--- src/rtl/mips_cpu_regfile_scheduler_pkg.sv ---
// Shared register-file constants and the writeback-port record type.
// Latency: n/a (types and constants only).
// Backpressure: n/a.
// Contents: REG_ADDR_W/REG_DATA_W/REG_COUNT/REG_ZERO, reg_addr_t, reg_data_t, wb_t.
package mips_cpu_pkg;

    localparam int REG_ADDR_W = 5;
    localparam int REG_DATA_W = 32;
    localparam int REG_COUNT  = 32;

    typedef logic [REG_ADDR_W-1:0] reg_addr_t;
    typedef logic [REG_DATA_W-1:0] reg_data_t;

    localparam reg_addr_t REG_ZERO = 5'd0;

    // One register-file write-port transaction.
    typedef struct packed {
        logic      en;
        reg_addr_t addr;
        reg_data_t data;
    } wb_t;

endpackage

--- src/rtl/mips_cpu_regfile_scheduler_if.sv ---
// Bundle of writeback requests, issue-stage claims, decode hazard checks and the regfile write port.
// Latency: n/a (wiring only).
// Backpressure: req_ready / claim_ready are driven by the scheduler (slave side).
// Modports: master = execute/issue/decode side, slave = scheduler.
interface mips_cpu_regfile_scheduler_if #(
    parameter int N_REQ = 3
);
    import mips_cpu_pkg::*;

    logic [N_REQ-1:0]            req_valid;
    logic [N_REQ*REG_ADDR_W-1:0] req_addr;
    logic [N_REQ*REG_DATA_W-1:0] req_data;
    logic [N_REQ-1:0]            req_ready;

    logic                        claim_valid;
    reg_addr_t                   claim_addr;
    logic                        claim_ready;

    reg_addr_t                   check_addr_a;
    reg_addr_t                   check_addr_b;
    logic                        hazard_a;
    logic                        hazard_b;

    reg_addr_t                   write_addr_c;
    logic                        write_enable_c;
    reg_data_t                   write_data_c;
    logic                        err_underflow;

    modport master (
        output req_valid, req_addr, req_data, claim_valid, claim_addr,
               check_addr_a, check_addr_b,
        input  req_ready, claim_ready, hazard_a, hazard_b,
               write_addr_c, write_enable_c, write_data_c, err_underflow
    );

    modport slave (
        input  req_valid, req_addr, req_data, claim_valid, claim_addr,
               check_addr_a, check_addr_b,
        output req_ready, claim_ready, hazard_a, hazard_b,
               write_addr_c, write_enable_c, write_data_c, err_underflow
    );

endinterface

--- src/rtl/mips_cpu_regfile_scheduler_rr_arbiter.sv ---
// Round-robin arbiter: first requester after ptr (mod N) wins.
// Latency: purely combinational.
// Backpressure: grant is zero when no request is raised; never grants an idle requester.
// Ports: req (N) + ptr (last winner) -> grant (one-hot), idx (winner index), any (some grant).
module mips_cpu_rr_arbiter #(
    parameter int N     = 3,
    parameter int IDX_W = $clog2(N)
) (
    input  logic [N-1:0]     req,
    input  logic [IDX_W-1:0] ptr,
    output logic [N-1:0]     grant,
    output logic [IDX_W-1:0] idx,
    output logic             any
);

    always_comb begin : search
        int j;
        j     = 0;
        grant = '0;
        idx   = '0;
        any   = 1'b0;
        // Walk ptr+1, ptr+2, ... wrapping; the previous winner is visited last.
        for (int k = 1; k <= N; k++) begin
            j = (int'(ptr) + k) % N;
            if (!any && req[j]) begin
                any      = 1'b1;
                grant[j] = 1'b1;
                idx      = IDX_W'(j);
            end
        end
    end

endmodule

--- src/rtl/mips_cpu_regfile_scheduler.sv ---
// Schedules the single regfile write port among N_REQ writeback sources and tracks pending writes.
// Latency: transfer in cycle T -> write_*_c valid in T+1; scoreboard retires at the end of T+1.
// Backpressure: one-hot req_ready (round-robin); claim_ready drops when a register's counter is full.
// Ports: clk, reset (sync, active-high), bus (slave modport: requests, claims, hazard checks, write port).
module mips_cpu_regfile_scheduler
    import mips_cpu_pkg::*;
#(
    parameter int N_REQ = 3,
    parameter int CNT_W = 2
) (
    input  logic                          clk,
    input  logic                          reset,
    mips_cpu_regfile_scheduler_if.slave   bus
);

    localparam int               IDX_W   = $clog2(N_REQ);
    localparam logic [CNT_W-1:0] CNT_MAX = '1;

    // ---------------- arbitration ----------------
    logic [IDX_W-1:0] rr_ptr;
    logic [N_REQ-1:0] grant;
    logic [IDX_W-1:0] gnt_idx;
    logic             gnt_any;
    logic             xfer;

    mips_cpu_rr_arbiter #(
        .N     (N_REQ),
        .IDX_W (IDX_W)
    ) u_arb (
        .req   (bus.req_valid),
        .ptr   (rr_ptr),
        .grant (grant),
        .idx   (gnt_idx),
        .any   (gnt_any)
    );

    assign bus.req_ready = reset ? '0 : grant;
    assign xfer          = gnt_any && !reset;

    reg_addr_t sel_addr;
    reg_data_t sel_data;

    always_comb begin
        sel_addr = REG_ZERO;
        sel_data = '0;
        for (int i = 0; i < N_REQ; i++) begin
            if (gnt_idx == IDX_W'(i)) begin
                sel_addr = bus.req_addr[i*REG_ADDR_W +: REG_ADDR_W];
                sel_data = bus.req_data[i*REG_DATA_W +: REG_DATA_W];
            end
        end
    end

    // ---------------- write-port register ----------------
    wb_t wb_q;

    always_ff @(posedge clk) begin
        if (reset) begin
            rr_ptr <= IDX_W'(N_REQ - 1);
            wb_q   <= '0;
        end else begin
            // Writes to $0 are accepted but never reach the register file.
            wb_q.en <= xfer && (sel_addr != REG_ZERO);
            if (xfer) begin
                rr_ptr <= gnt_idx;
                if (sel_addr != REG_ZERO) begin
                    wb_q.addr <= sel_addr;
                    wb_q.data <= sel_data;
                end
            end
        end
    end

    assign bus.write_enable_c = wb_q.en;
    assign bus.write_addr_c   = wb_q.addr;
    assign bus.write_data_c   = wb_q.data;

    // ---------------- pending-write scoreboard ----------------
    // $0 has no storage: its count reads as zero forever.
    logic [CNT_W-1:0] cnt [1:REG_COUNT-1];
    logic             err_q;
    logic             claim_inc;
    logic             retire;
    logic             underflow_now;

    function automatic logic [CNT_W-1:0] cnt_at(input reg_addr_t a);
        if (a == REG_ZERO) return '0;
        return cnt[a];
    endfunction

    assign bus.claim_ready = !reset &&
                             ((bus.claim_addr == REG_ZERO) || (cnt_at(bus.claim_addr) != CNT_MAX));
    assign claim_inc       = bus.claim_valid && bus.claim_ready && (bus.claim_addr != REG_ZERO);

    // The write is retired on the same edge the register file commits it.
    assign retire          = wb_q.en;
    assign underflow_now   = retire && (cnt_at(wb_q.addr) == '0) &&
                             !(claim_inc && (bus.claim_addr == wb_q.addr));

    always_ff @(posedge clk) begin
        if (reset) begin
            for (int r = 1; r < REG_COUNT; r++) cnt[r] <= '0;
            err_q <= 1'b0;
        end else begin
            for (int r = 1; r < REG_COUNT; r++) begin
                if (claim_inc && (bus.claim_addr == reg_addr_t'(r)) &&
                    !(retire && (wb_q.addr == reg_addr_t'(r)))) begin
                    cnt[r] <= cnt[r] + 1'b1;
                end else if (retire && (wb_q.addr == reg_addr_t'(r)) &&
                             !(claim_inc && (bus.claim_addr == reg_addr_t'(r))) &&
                             (cnt[r] != '0)) begin
                    cnt[r] <= cnt[r] - 1'b1;
                end
            end
            err_q <= err_q | underflow_now;
        end
    end

    assign bus.err_underflow = err_q;

    // No bypass: hazard holds until the counter drops, i.e. the cycle after the write lands.
    assign bus.hazard_a = (bus.check_addr_a != REG_ZERO) && (cnt_at(bus.check_addr_a) != '0);
    assign bus.hazard_b = (bus.check_addr_b != REG_ZERO) && (cnt_at(bus.check_addr_b) != '0);

endmodule
--- src/flat_wrapper.sv ---
// flat-port wrapper written by rule: the top's interface ports become plain ports
module mips_cpu_regfile_scheduler_flat import mips_cpu_pkg::*;
#(
    parameter int N_REQ = 3,
    parameter int CNT_W = 2
)
  (clk, reset, bus_req_valid, bus_req_addr, bus_req_data, bus_claim_valid, bus_claim_addr, bus_check_addr_a, bus_check_addr_b, bus_req_ready, bus_claim_ready, bus_hazard_a, bus_hazard_b, bus_write_addr_c, bus_write_enable_c, bus_write_data_c, bus_err_underflow);
  mips_cpu_regfile_scheduler_if #(.N_REQ(N_REQ)) bus_i ();
  input  logic clk;
  input  logic reset;
  input wire logic [$bits(bus_i.req_valid)-1:0] bus_req_valid;
  input wire logic [$bits(bus_i.req_addr)-1:0] bus_req_addr;
  input wire logic [$bits(bus_i.req_data)-1:0] bus_req_data;
  input wire logic [$bits(bus_i.claim_valid)-1:0] bus_claim_valid;
  input wire logic [$bits(bus_i.claim_addr)-1:0] bus_claim_addr;
  input wire logic [$bits(bus_i.check_addr_a)-1:0] bus_check_addr_a;
  input wire logic [$bits(bus_i.check_addr_b)-1:0] bus_check_addr_b;
  output wire logic [$bits(bus_i.req_ready)-1:0] bus_req_ready;
  output wire logic [$bits(bus_i.claim_ready)-1:0] bus_claim_ready;
  output wire logic [$bits(bus_i.hazard_a)-1:0] bus_hazard_a;
  output wire logic [$bits(bus_i.hazard_b)-1:0] bus_hazard_b;
  output wire logic [$bits(bus_i.write_addr_c)-1:0] bus_write_addr_c;
  output wire logic [$bits(bus_i.write_enable_c)-1:0] bus_write_enable_c;
  output wire logic [$bits(bus_i.write_data_c)-1:0] bus_write_data_c;
  output wire logic [$bits(bus_i.err_underflow)-1:0] bus_err_underflow;
  assign bus_i.req_valid = bus_req_valid;
  assign bus_i.req_addr = bus_req_addr;
  assign bus_i.req_data = bus_req_data;
  assign bus_i.claim_valid = bus_claim_valid;
  assign bus_i.claim_addr = bus_claim_addr;
  assign bus_i.check_addr_a = bus_check_addr_a;
  assign bus_i.check_addr_b = bus_check_addr_b;
  assign bus_req_ready = bus_i.req_ready;
  assign bus_claim_ready = bus_i.claim_ready;
  assign bus_hazard_a = bus_i.hazard_a;
  assign bus_hazard_b = bus_i.hazard_b;
  assign bus_write_addr_c = bus_i.write_addr_c;
  assign bus_write_enable_c = bus_i.write_enable_c;
  assign bus_write_data_c = bus_i.write_data_c;
  assign bus_err_underflow = bus_i.err_underflow;
  mips_cpu_regfile_scheduler #(.N_REQ(N_REQ), .CNT_W(CNT_W)) u_core (.clk(clk), .reset(reset), .bus(bus_i));
endmodule
--- config.mk ---
export PLATFORM = sky130hd
export DESIGN_NAME = mips_cpu_regfile_scheduler_flat
export DESIGN_NICKNAME = d
export VERILOG_FILES = /design/src/rtl/mips_cpu_regfile_scheduler_pkg.sv /design/src/rtl/mips_cpu_regfile_scheduler_if.sv /design/src/rtl/mips_cpu_regfile_scheduler_rr_arbiter.sv /design/src/rtl/mips_cpu_regfile_scheduler.sv /design/src/flat_wrapper.sv
export SDC_FILE = /design/constraint.sdc
export NUM_CORES = 1
export LEC_CHECK = 0
export ABC_AREA = 1
export BUFFER_PORTS_ARGS = -buffer_cell sky130_fd_sc_hd__buf_2
export CORE_ASPECT_RATIO = 1.5
export CORE_MARGIN = 4
export CORE_UTILIZATION = 41
export DETAILED_ROUTE_END_ITERATION = 16
export PLACE_DENSITY = 0.68
export SYNTH_ARGS = -nofsm -noshare
export SYNTH_HDL_FRONTEND = slang
export SYNTH_HIERARCHICAL = 1
export SYNTH_SLANG_ARGS = --single-unit
--- constraint.sdc ---
create_clock -name clk -period 8.7 [get_ports clk]
set_input_delay 0 -clock clk [delete_from_list [all_inputs] [get_ports clk]]
set_output_delay 0 -clock clk [all_outputs]
set_load 0.01 [all_outputs]
==> impl_metrics.tcl <==
set metrics [dict create \
    outcome "finished, final reports clean" \
    period_minus_slack_ns 4.305 \
    power.density_mw_per_mm2 240.5 \
    drive_gt1_share_pct 14.62 \
    ir_drop_v 0.0003595 \
    area_growth_pct 18.96 \
    cts_max_level 3 \
    cp-end-kind "register" \
    cts_made_buffers 9 \
    grt_max_degree 69 \
    postRouteAntennaNets 0 \
    maxCapViolations 0 \
    syn_area_per_cell_um2 6.411 \
    synth_ff_type "edfxtp_1" \
    wirelength_um 30030 \
    path_clk_slew_ns 0.07 \
    num_vias 9873 \
    hold_slack_ns 0.01262 \
    synth_most_common_cell "nand2_1" \
    tritoncts "done" \
    rows 64 \
    core-area_mm2 0.02058 \
    path_class "reg -> reg" \
    grt_pass1_wl_um 47260 \
    synth_cell_types 45 \
    fmax_ghz 0.2323 \
    grt.overflow.total 0 \
    syn_inst 1344 \
    ys_top_cells_by_count "376 x nand2_1, 151 x nor2_1, 137 x inv_1" \
    antenna_found_initial 0 \
    antenna_cells 0 \
    final_util_pct 49.81 \
    nFillCells 2097 \
    drc 0 \
    hold_viol 0 \
    port_buffers 176 \
    ys_seq_area_share_pct 32.29 \
    required_ns 8.98 \
    syn_area_mm2 0.008617 \
    final.setup.tns_ns 0 \
    worstMarginPinSlew_ns 1.241 \
    rsz0062_at_grt "no" \
    worstSetupStartpointType "register" \
    track_usage_pct 25.33 \
    cp.arrival_ns 4.59 \
    cts_num_sinks 108 \
    synth_edf_count 62 \
    cellLeakagePower_nw 4.753 \
    min_path_type "in -> reg" \
    die_x_um 126.4 \
    nets 1680 \
    cts_root_buf "clkbuf_16" \
    dr.pass1.iters 9 \
    gp_congestion 1.044 \
    relSlewSlack_pct 16.96 \
    synth_seq_cells 108 \
    setup_ws_ns 4.395 \
    die-height_um 185.6 \
    synth_warnings 6 \
    grt_pass1_vias 9470 \
    skew_ns 0.01347 \
    syn_nets 1511 \
    async_flop_share_pct 0 \
    design.die.area_mm2 0.02345 \
    wire_per_inst_um 16.85 \
    cts.path.max_buffers 2 \
    initial_core_util_pct 41.87 \
    vias_per_cell 5.540 \
    setup_viol 0 \
    crit_fanout 35 \
    maxSlewViolCount 0 \
    synth.area.top_cells "edfxtp_1 22%, nand2_1 16%, dfxtp_1 11%" \
    ctsResizeCount 0 \
    io_pins 177 \
    drtIter0Drc 817 \
    synth_top_cell_area_share_pct 21.61 \
    period_share_pct 49.48 \
    hpwl_um 23150 \
    dpl_worst_slack_ns 4.399 \
    clk_latency_ns 0.35 \
    synth_largest_area_cell "edfxtp_1" \
]
## cell type report
| type | count | area [µm²] | share of cell area [%] |
|---|---|---|---|
| Multi-Input combinational cell | 1023 | 4990 | 48.68 |
| Sequential cell | 108 | 2783 | 27.15 |
| Timing Repair Buffer | 219 | 1296 | 12.64 |
| Inverter | 152 | 574.3 | 5.602 |
| Tap cell | 264 | 330.3 | 3.222 |
| Clock buffer | 10 | 229.0 | 2.234 |
| Clock inverter | 6 | 48.80 | 0.4760 |
## registers in the layout (all words and copies together), names as in the netlist, named ones only
name and cells:
u_core/cnt 62, u_core/bus.err_underflow 1, u_core/bus.write_enable_c 1, u_core/bus.write_data_c 32, u_core/rr_ptr 2, u_core/bus.write_addr_c 5
## through the flow
stage                     instances  power (mW)  instance area, µm²
final                          1782       2.465               10250
after global routing           1782       2.657               10250
after CTS                      1782       2.461               10250
after detailed placement       1729       1.984                9603
after global placement         1729       1.975                9603
after floorplan                1344       1.615                8617
## cells in the final DEF, fill, tap and decap left out, drive strengths merged, types with 3 or more instances in the layout
| cell | Yosys | routed |
|---|---|---|
| nand2 | 381 | 381 |
| buf | 21 | 182 |
| nor2 | 153 | 153 |
| inv | 146 | 148 |
| nand3 | 127 | 127 |
| o21ai | 98 | 98 |
| a21oi | 74 | 74 |
| edfxtp | 62 | 62 |
| nor3 | 60 | 60 |
| dfxtp | 46 | 46 |
| dlygate4sd3 | 0 | 37 |
| ha | 35 | 35 |
| nand4 | 32 | 32 |
| a211oi | 15 | 15 |
| o211ai | 11 | 11 |
| clkbuf | 40 | 10 |
| clkinv | 6 | 10 |
| a22o | 9 | 9 |
| a32oi | 3 | 3 |
| a32o | 3 | 3 |
| o311ai | 3 | 3 |
| nand3b | 3 | 3 |
## worst paths after layout
kind              slack [ns]                        start  cells past startpoint                     endpoint
hold / removal          0.01             bus_req_data[64]                      3   u_core/bus.write_data_c[0]
hold reg to reg         0.48  u_core/bus.write_data_c[31]                      2  u_core/bus.write_data_c[31]
setup / recovery        4.40             u_core/rr_ptr[0]                     22  u_core/bus.write_data_c[12]
setup reg to reg        4.40             u_core/rr_ptr[0]                     22  u_core/bus.write_data_c[12]
## worst max-delay path, cell delays in order (launching register included)
cell and delay [ns]:
dfxtp_1 0.37, inv_1 0.08, ha_1 0.51, inv_4 0.07, nand2_2 0.07, nand3_2 0.08
nand2_4 0.10, nand2_2 0.05, clkinv_2 0.06, nand3_2 0.07, nand2_1 0.13, inv_1 0.07
nand2_1 0.10, clkinv_1 0.69, a21oi_1 0.37, inv_1 0.08, nor2_1 0.09, nand4_1 0.08
nand2_1 0.09, buf_4 0.28, a211oi_1 0.08, dlygate4sd3_1 0.61, nor2_1 0.10
## power breakdown
group | switching, mW | leakage (nW) | internal (mW)
Clock | 0.198 | 0.137 | 0.198
Sequential | 0.0923 | 1.02 | 0.634
Combinational | 0.857 | 3.59 | 0.486
Total | 1.15 | 4.75 | 1.32
## cells by family after synthesis
| logic type | synth area share [%] |
|---|---|
| adder cells (fa/ha/maj) | 5.082 |
| AO/OA/AOI/OAI | 15.16 |
| XOR/XNOR | 0.2033 |
| AND/OR/NAND/NOR | 37.43 |
| buffers and inverters | 9.830 |
| flip-flops | 32.29 |
## metal layers
layer | global-route usage [%] | vias to the layer above | part of all wire [%]
li1 | - | 4833 | -
met1 | 27.84 | 4421 | 37
met2 | 44.83 | 514 | 48
met3 | 4.020 | 105 | 8.6
met4 | 16.87 | 0 | 6.6
met5 | 0 | - | 0
## what timing repair did
action / CTS / global route
buffers inserted: 0 / 0
hold buffers: 37 / 0
endpoints found under the setup margin: 0 / 0
hold endpoints to repair: 24 / 0
(Power assumes the default switching activity.)
